**config.mk**
```make
export PLATFORM = sky130hd
export DESIGN_NAME = spi_reg_arbiter_flat
export DESIGN_NICKNAME = d
export VERILOG_FILES = /design/src/rtl/spi_reg_arbiter_if.sv /design/src/rtl/spi_reg_arbiter.sv /design/src/flat_wrapper.sv
export SDC_FILE = /design/constraint.sdc
export NUM_CORES = 1
export LEC_CHECK = 0
export CORE_ASPECT_RATIO = 1.25
export CORE_MARGIN = 2
export CORE_UTILIZATION = 40
export CTS_CLUSTER_DIAMETER = 50
export CTS_CLUSTER_SIZE = 14
export DETAILED_ROUTE_END_ITERATION = 7
export GPL_ROUTABILITY_DRIVEN = 0
export PLACE_DENSITY = 0.88
export SYNTH_ARGS = -nofsm -noshare
export SYNTH_HDL_FRONTEND = slang
export SYNTH_SLANG_ARGS = --single-unit
```
**constraint.sdc**
```tcl
create_clock -name clk -period 2.9 [get_ports clk]
set_input_delay 0.725 -clock clk [delete_from_list [all_inputs] [get_ports clk]]
set_output_delay 0.725 -clock clk [all_outputs]
set_load 0.02 [all_outputs]
```
**src/rtl/spi_reg_arbiter_if.sv**
```systemverilog
`default_nettype none
// ============================================================================
// spi_reg_arbiter_if : SPI, local-requester and bank-port bundle for the arbiter
// Revision 1.0
// ============================================================================
interface spi_reg_arbiter_if #(
  parameter int ADDR_W = 7,
  parameter int DATA_W = 8
);
  logic [ADDR_W-1:0] spi_addr;
  logic [DATA_W-1:0] spi_wdata;
  logic              spi_wen;
  logic              spi_ren;
  logic              spi_done;
  logic [DATA_W-1:0] spi_rdata;

  logic              lcl_req;
  logic              lcl_we;
  logic [ADDR_W-1:0] lcl_addr;
  logic [DATA_W-1:0] lcl_wdata;
  logic              lcl_gnt;
  logic              lcl_rvalid;
  logic [DATA_W-1:0] lcl_rdata;

  logic [ADDR_W-1:0] bank_addr;
  logic [DATA_W-1:0] bank_wdata;
  logic              bank_we;
  logic              bank_re;
  logic [DATA_W-1:0] bank_rdata;

  logic              cfg_commit;
  logic              spi_ovr;

  modport slave (
    input  spi_addr, spi_wdata, spi_wen, spi_ren, spi_done,
    input  lcl_req, lcl_we, lcl_addr, lcl_wdata,
    input  bank_rdata,
    output spi_rdata, lcl_gnt, lcl_rvalid, lcl_rdata,
    output bank_addr, bank_wdata, bank_we, bank_re,
    output cfg_commit, spi_ovr
  );

  modport master (
    output spi_addr, spi_wdata, spi_wen, spi_ren, spi_done,
    output lcl_req, lcl_we, lcl_addr, lcl_wdata,
    output bank_rdata,
    input  spi_rdata, lcl_gnt, lcl_rvalid, lcl_rdata,
    input  bank_addr, bank_wdata, bank_we, bank_re,
    input  cfg_commit, spi_ovr
  );
endinterface
`default_nettype wire

```
**src/rtl/spi_reg_arbiter.sv**
```systemverilog
`default_nettype none
// ============================================================================
// spi_reg_arbiter : SPI-priority arbiter for the config register bank port
// Revision 1.0
// ============================================================================
module spi_reg_arbiter #(
  parameter int ADDR_W = 7,
  parameter int DATA_W = 8
) (
  input  wire logic        clk,
  input  wire logic        rst,
  spi_reg_arbiter_if.slave bus
);

  typedef enum logic [0:0] {
    S_IDLE  = 1'b0,
    S_DIRTY = 1'b1
  } state_e;

  state_e            state_q, state_d;
  logic [1:0]        tag_q, tag_d;          // {valid, owner: 1 = SPI}
  logic [ADDR_W-1:0] addr_q, addr_d;
  logic [DATA_W-1:0] wdata_q, wdata_d;
  logic [DATA_W-1:0] spi_rdata_q;
  logic [DATA_W-1:0] lcl_rdata_q;
  logic              lcl_rvalid_q;
  logic              commit_q, commit_d;
  logic              ovr_q, ovr_d;

  logic              spi_acc_w;
  logic              we_w;
  logic              re_w;
  logic              gnt_w;

  assign spi_acc_w = bus.spi_wen | bus.spi_ren;

  always_comb begin
    addr_d  = addr_q;
    wdata_d = wdata_q;
    we_w    = 1'b0;
    re_w    = 1'b0;
    gnt_w   = 1'b0;
    tag_d   = 2'b00;
    if (spi_acc_w) begin
      addr_d  = bus.spi_addr;
      wdata_d = bus.spi_wdata;
      we_w    = bus.spi_wen;
      re_w    = bus.spi_ren & ~bus.spi_wen;
      tag_d   = {re_w, 1'b1};
    end else if (bus.lcl_req) begin
      addr_d  = bus.lcl_addr;
      wdata_d = bus.lcl_wdata;
      we_w    = bus.lcl_we;
      re_w    = ~bus.lcl_we;
      gnt_w   = 1'b1;
      tag_d   = {re_w, 1'b0};
    end
  end

  // Overrun: back-to-back SPI strobes behind a read, or a write/read collision.
  assign ovr_d = ovr_q
               | (spi_acc_w & (tag_q == 2'b11))
               | (bus.spi_wen & bus.spi_ren);

  always_comb begin
    state_d  = state_q;
    commit_d = 1'b0;
    case (state_q)
      S_IDLE: begin
        if (bus.spi_wen && bus.spi_done) begin
          commit_d = 1'b1;
        end else if (bus.spi_wen) begin
          state_d = S_DIRTY;
        end
      end
      S_DIRTY: begin
        if (bus.spi_done) begin
          state_d  = S_IDLE;
          commit_d = 1'b1;
        end
      end
      default: state_d = S_IDLE;
    endcase
  end

  always_ff @(posedge clk or posedge rst) begin
    if (rst) begin
      state_q      <= S_IDLE;
      tag_q        <= 2'b00;
      addr_q       <= '0;
      wdata_q      <= '0;
      spi_rdata_q  <= '0;
      lcl_rdata_q  <= '0;
      lcl_rvalid_q <= 1'b0;
      commit_q     <= 1'b0;
      ovr_q        <= 1'b0;
    end else begin
      state_q      <= state_d;
      tag_q        <= tag_d;
      addr_q       <= addr_d;
      wdata_q      <= wdata_d;
      commit_q     <= commit_d;
      ovr_q        <= ovr_d;
      lcl_rvalid_q <= tag_q[1] & ~tag_q[0];
      if (tag_q == 2'b11) begin
        spi_rdata_q <= bus.bank_rdata;
      end
      if (tag_q == 2'b10) begin
        lcl_rdata_q <= bus.bank_rdata;
      end
    end
  end

  // The combinational issue path is gated so every output sits at its reset value during rst.
  assign bus.bank_addr  = rst ? '0 : addr_d;
  assign bus.bank_wdata = rst ? '0 : wdata_d;
  assign bus.bank_we    = we_w  & ~rst;
  assign bus.bank_re    = re_w  & ~rst;
  assign bus.lcl_gnt    = gnt_w & ~rst;
  assign bus.spi_rdata  = spi_rdata_q;
  assign bus.lcl_rdata  = lcl_rdata_q;
  assign bus.lcl_rvalid = lcl_rvalid_q;
  assign bus.cfg_commit = commit_q;
  assign bus.spi_ovr    = ovr_q;

endmodule
`default_nettype wire

```
**src/flat_wrapper.sv**
```systemverilog
// flat-port wrapper written by rule: the top's interface ports become plain ports
module spi_reg_arbiter_flat 
#(
  parameter int ADDR_W = 7,
  parameter int DATA_W = 8
)
  (clk, rst, bus_spi_addr, bus_spi_wdata, bus_spi_wen, bus_spi_ren, bus_spi_done, bus_lcl_req, bus_lcl_we, bus_lcl_addr, bus_lcl_wdata, bus_bank_rdata, bus_spi_rdata, bus_lcl_gnt, bus_lcl_rvalid, bus_lcl_rdata, bus_bank_addr, bus_bank_wdata, bus_bank_we, bus_bank_re, bus_cfg_commit, bus_spi_ovr);
  spi_reg_arbiter_if #(.ADDR_W(ADDR_W), .DATA_W(DATA_W)) bus_i ();
  input  wire logic clk;
  input  wire logic rst;
  input wire logic [$bits(bus_i.spi_addr)-1:0] bus_spi_addr;
  input wire logic [$bits(bus_i.spi_wdata)-1:0] bus_spi_wdata;
  input wire logic [$bits(bus_i.spi_wen)-1:0] bus_spi_wen;
  input wire logic [$bits(bus_i.spi_ren)-1:0] bus_spi_ren;
  input wire logic [$bits(bus_i.spi_done)-1:0] bus_spi_done;
  input wire logic [$bits(bus_i.lcl_req)-1:0] bus_lcl_req;
  input wire logic [$bits(bus_i.lcl_we)-1:0] bus_lcl_we;
  input wire logic [$bits(bus_i.lcl_addr)-1:0] bus_lcl_addr;
  input wire logic [$bits(bus_i.lcl_wdata)-1:0] bus_lcl_wdata;
  input wire logic [$bits(bus_i.bank_rdata)-1:0] bus_bank_rdata;
  output wire logic [$bits(bus_i.spi_rdata)-1:0] bus_spi_rdata;
  output wire logic [$bits(bus_i.lcl_gnt)-1:0] bus_lcl_gnt;
  output wire logic [$bits(bus_i.lcl_rvalid)-1:0] bus_lcl_rvalid;
  output wire logic [$bits(bus_i.lcl_rdata)-1:0] bus_lcl_rdata;
  output wire logic [$bits(bus_i.bank_addr)-1:0] bus_bank_addr;
  output wire logic [$bits(bus_i.bank_wdata)-1:0] bus_bank_wdata;
  output wire logic [$bits(bus_i.bank_we)-1:0] bus_bank_we;
  output wire logic [$bits(bus_i.bank_re)-1:0] bus_bank_re;
  output wire logic [$bits(bus_i.cfg_commit)-1:0] bus_cfg_commit;
  output wire logic [$bits(bus_i.spi_ovr)-1:0] bus_spi_ovr;
  assign bus_i.spi_addr = bus_spi_addr;
  assign bus_i.spi_wdata = bus_spi_wdata;
  assign bus_i.spi_wen = bus_spi_wen;
  assign bus_i.spi_ren = bus_spi_ren;
  assign bus_i.spi_done = bus_spi_done;
  assign bus_i.lcl_req = bus_lcl_req;
  assign bus_i.lcl_we = bus_lcl_we;
  assign bus_i.lcl_addr = bus_lcl_addr;
  assign bus_i.lcl_wdata = bus_lcl_wdata;
  assign bus_i.bank_rdata = bus_bank_rdata;
  assign bus_spi_rdata = bus_i.spi_rdata;
  assign bus_lcl_gnt = bus_i.lcl_gnt;
  assign bus_lcl_rvalid = bus_i.lcl_rvalid;
  assign bus_lcl_rdata = bus_i.lcl_rdata;
  assign bus_bank_addr = bus_i.bank_addr;
  assign bus_bank_wdata = bus_i.bank_wdata;
  assign bus_bank_we = bus_i.bank_we;
  assign bus_bank_re = bus_i.bank_re;
  assign bus_cfg_commit = bus_i.cfg_commit;
  assign bus_spi_ovr = bus_i.spi_ovr;
  spi_reg_arbiter #(.ADDR_W(ADDR_W), .DATA_W(DATA_W)) u_core (.clk(clk), .rst(rst), .bus(bus_i));
endmodule
```
==> results.json <==
{
  "outcome": "completed",
  "clk_pin_slew_ns": 0.07,
  "die_area_um2": 5040,
  "yosysTopAreaCellShare": 0.516,
  "multiInputGateArea_um2": 757,
  "grtUsageTotal": 0.176,
  "htreeDepth": 2,
  "cts-root-buf": "clkbuf_8",
  "synth_top_area_cell": "dfrtp_1",
  "grt_pass1_wl_um": 6850,
  "syn_nets": 189,
  "fin_area_um2": 2740,
  "viasPerCell": 4.97,
  "cp.arrival_ns": 2.13,
  "syn-cell-area_um2": 1790,
  "core_um2": 4360,
  "fillers": 357,
  "clock.fmax_mhz": 350,
  "period_needed_ns": 2.85,
  "ys_ff_latch": 37,
  "postRouteAntennaNets": 0,
  "synthMuxAreaShare": 0.184,
  "wl_per_cell_um": 14.4,
  "ys_seq_area_frac": 0.516,
  "cts_tree": "built",
  "crit_fanout": 6,
  "synth-xor-area-share": 0,
  "syn_area_per_cell_um2": 12.5,
  "place_hpwl_um": 2960,
  "ir_worst_vdd_mv": 0.485,
  "num_rows": 27,
  "power.total_mw": 1.40,
  "holdWs_ns": 0.478,
  "yosys-top-cells-area": "dfrtp_1 52%, mux2_2 10%, mux2i_1 8.4%, a211oi_1 6.3%, o21ba_2 5.0%",
  "post-route-period-util": 0.984,
  "die_height_um": 78.9,
  "finalSetupViolations": 0,
  "hold_class": "flip-flop to flip-flop",
  "grt_use_met3": 0.0595,
  "wirelength_um": 4200,
  "num_vias": 1452,
  "grt.met1_usage": 0.206,
  "dpl_cell_area_um2": 2720,
  "netlist_instances": 144,
  "clock-sinks": 37,
  "timing_hold_violations_final": 0,
  "n_antenna_cell": 0,
  "io_pins": 82,
  "yosys_warnings": 0,
  "rsz0062_at_grt": "false",
  "die_x_um": 63.9,
  "skew_ns": 0.00349,
  "cp-start-kind": "primary input",
  "place_ws_ns": -0.302,
  "maxSlewViolCount": 0,
  "grt_pass1_vias": 1556,
  "synth-compound-area-share": 0.209,
  "crit_type": "primary input to output pin",
  "cts.path.max_buffers": 2,
  "cts_made_buffers": 5,
  "fin_nets": 279,
  "antenna_found_initial": 0,
  "required_ns": 2.17,
  "tightest_slew_ns": 0.474,
  "synth-simple-area-share": 0.0286,
  "initial_utilization": 0.412,
  "synth_top_family_by_area": "compound AO/OA/AOI/OAI gates",
  "dr.first_iter.drc_count": 51,
  "worst_slack_ns": 0.0452,
  "end_kind": "output pin",
  "drt-pass1-iter-count": 2,
  "grt.overflow.total": 0,
  "drv_cap": 0,
  "met2_usage": 0.298,
  "synthToLayoutAreaGrowth_pct": 52.6,
  "synth.distinct_cells": 22,
  "drc": 0,
  "grt_max_degree": 38,
  "clkLatencyLatePin_ns": 0.28,
  "power.density_nw_per_um2": 512,
  "power_leakage_nw": 1.20,
  "io_buffers": 81,
  "top_usage_layer": "met2",
  "relSlewSlack": 0.684,
  "synthAdderAreaFrac": 0,
  "hold_buffers": 0,
  "regArea_um2": 926,
  "drive_gt1_frac": 0.265
}
critical path, stage by stage:
cell             delay [ns]
clkdlybuf4s50_1        0.45
buf_4                  0.18
o21ba_2                0.22
a211oi_1               0.22
clkdlybuf4s15_1        0.33
power by group:
part | internal [mW] | total (mW) | switching (mW)
Combinational | 0.233 | 0.430 | 0.197
Clock | 0.188 | 0.361 | 0.173
Sequential | 0.583 | 0.612 | 0.0288
cell usage after synthesis, drive strengths merged:
cell    number
a211oi      16
a21oi       17
a22oi        1
and3         1
buf         11
clkbuf       1
dfrtp       37
inv          5
mux2        16
mux2i       15
nand2        1
nand2b       2
nand3b       1
nor2         3
nor2b        1
o21ba       15
o21bai       1
metrics by stage:
| step | util | cells | TNS [ns] |
|---|---|---|---|
| global route | 0.628 | 292 | 0 |
| finish | 0.628 | 292 | 0 |
| detailed placement | 0.623 | 285 | -4.49 |
| CTS | 0.639 | 292 | 0 |
| global placement | 0.623 | 285 | -4.45 |
| floorplan | - | 144 | 0 |
flip-flops by register name (all words and copies together) (netlist names):
register	count
u_core.wdata_q	8
u_core.state_q	1
u_core.bus.spi_ovr	1
u_core.bus.lcl_rvalid	1
u_core.tag_q	2
u_core.bus.spi_rdata	8
u_core.bus.cfg_commit	1
u_core.bus.lcl_rdata	8
u_core.addr_q	7
layer usage:
layer,share of wire,up-vias
li1,-,698
met1,0.42,698
met2,0.49,52
met3,0.077,4
met4,0.012,0
met5,0,-
kinds of logic after synthesis:
logic type,Yosys count
buffers and inverters,17
DFF,37
and+or+nand+nor,9
muxes,31
AOI/OAI and AO/OA,50
area by class of cell:
type | count | area share
clock buffers | 6 | 0.0302
clock inverters | 1 | 0.00274
inverters | 5 | 0.00686
multi-input cells | 90 | 0.277
flip-flops and latches | 37 | 0.338
well taps | 58 | 0.0265
repair buffers | 95 | 0.319
cell usage in the layout, fill, tap and decap left out, types with 2 or more instances in the layout:
| cell type | Yosys | layout |
|---|---|---|
| clkbuf_8 | 0 | 6 |
| clkbuf_2 | 0 | 13 |
| mux2i_1 | 15 | 15 |
| nand2b_1 | 2 | 2 |
| clkdlybuf4s50_1 | 0 | 63 |
| buf_12 | 1 | 2 |
| dfrtp_1 | 37 | 37 |
| a211oi_1 | 15 | 15 |
| o21ba_1 | 6 | 6 |
| a21oi_1 | 17 | 17 |
| o21ba_2 | 9 | 9 |
| clkdlybuf4s15_1 | 0 | 3 |
| inv_1 | 5 | 5 |
| nor2_1 | 2 | 2 |
| buf_4 | 0 | 12 |
| mux2_2 | 16 | 16 |
final timing paths:
| check | start | end | slack, ns | cells after the start |
|---|---|---|---|---|
| hold reg to reg | u_core.state_q | u_core.state_q | 0.48 | 2 |
| setup reg to reg | u_core.tag_q[0] | u_core.bus.lcl_rdata[0] | 1.62 | 2 |
| hold / removal | u_core.state_q | u_core.state_q | 0.48 | 2 |
| min in group asynchronous | rst | u_core.wdata_q[5] | 1.06 | 4 |
| max in group asynchronous | rst | u_core.addr_q[5] | 1.50 | 4 |
| setup / recovery | bus_spi_ren | bus_bank_addr[6] | 0.05 | 5 |
timing repair:
action,in CTS,in global routing
endpoints found under the setup margin,18,17
resized for setup,21,40
pin swaps,0,0
buffers inserted,0,0
Note: power is estimated with default switching activity, not from simulation.
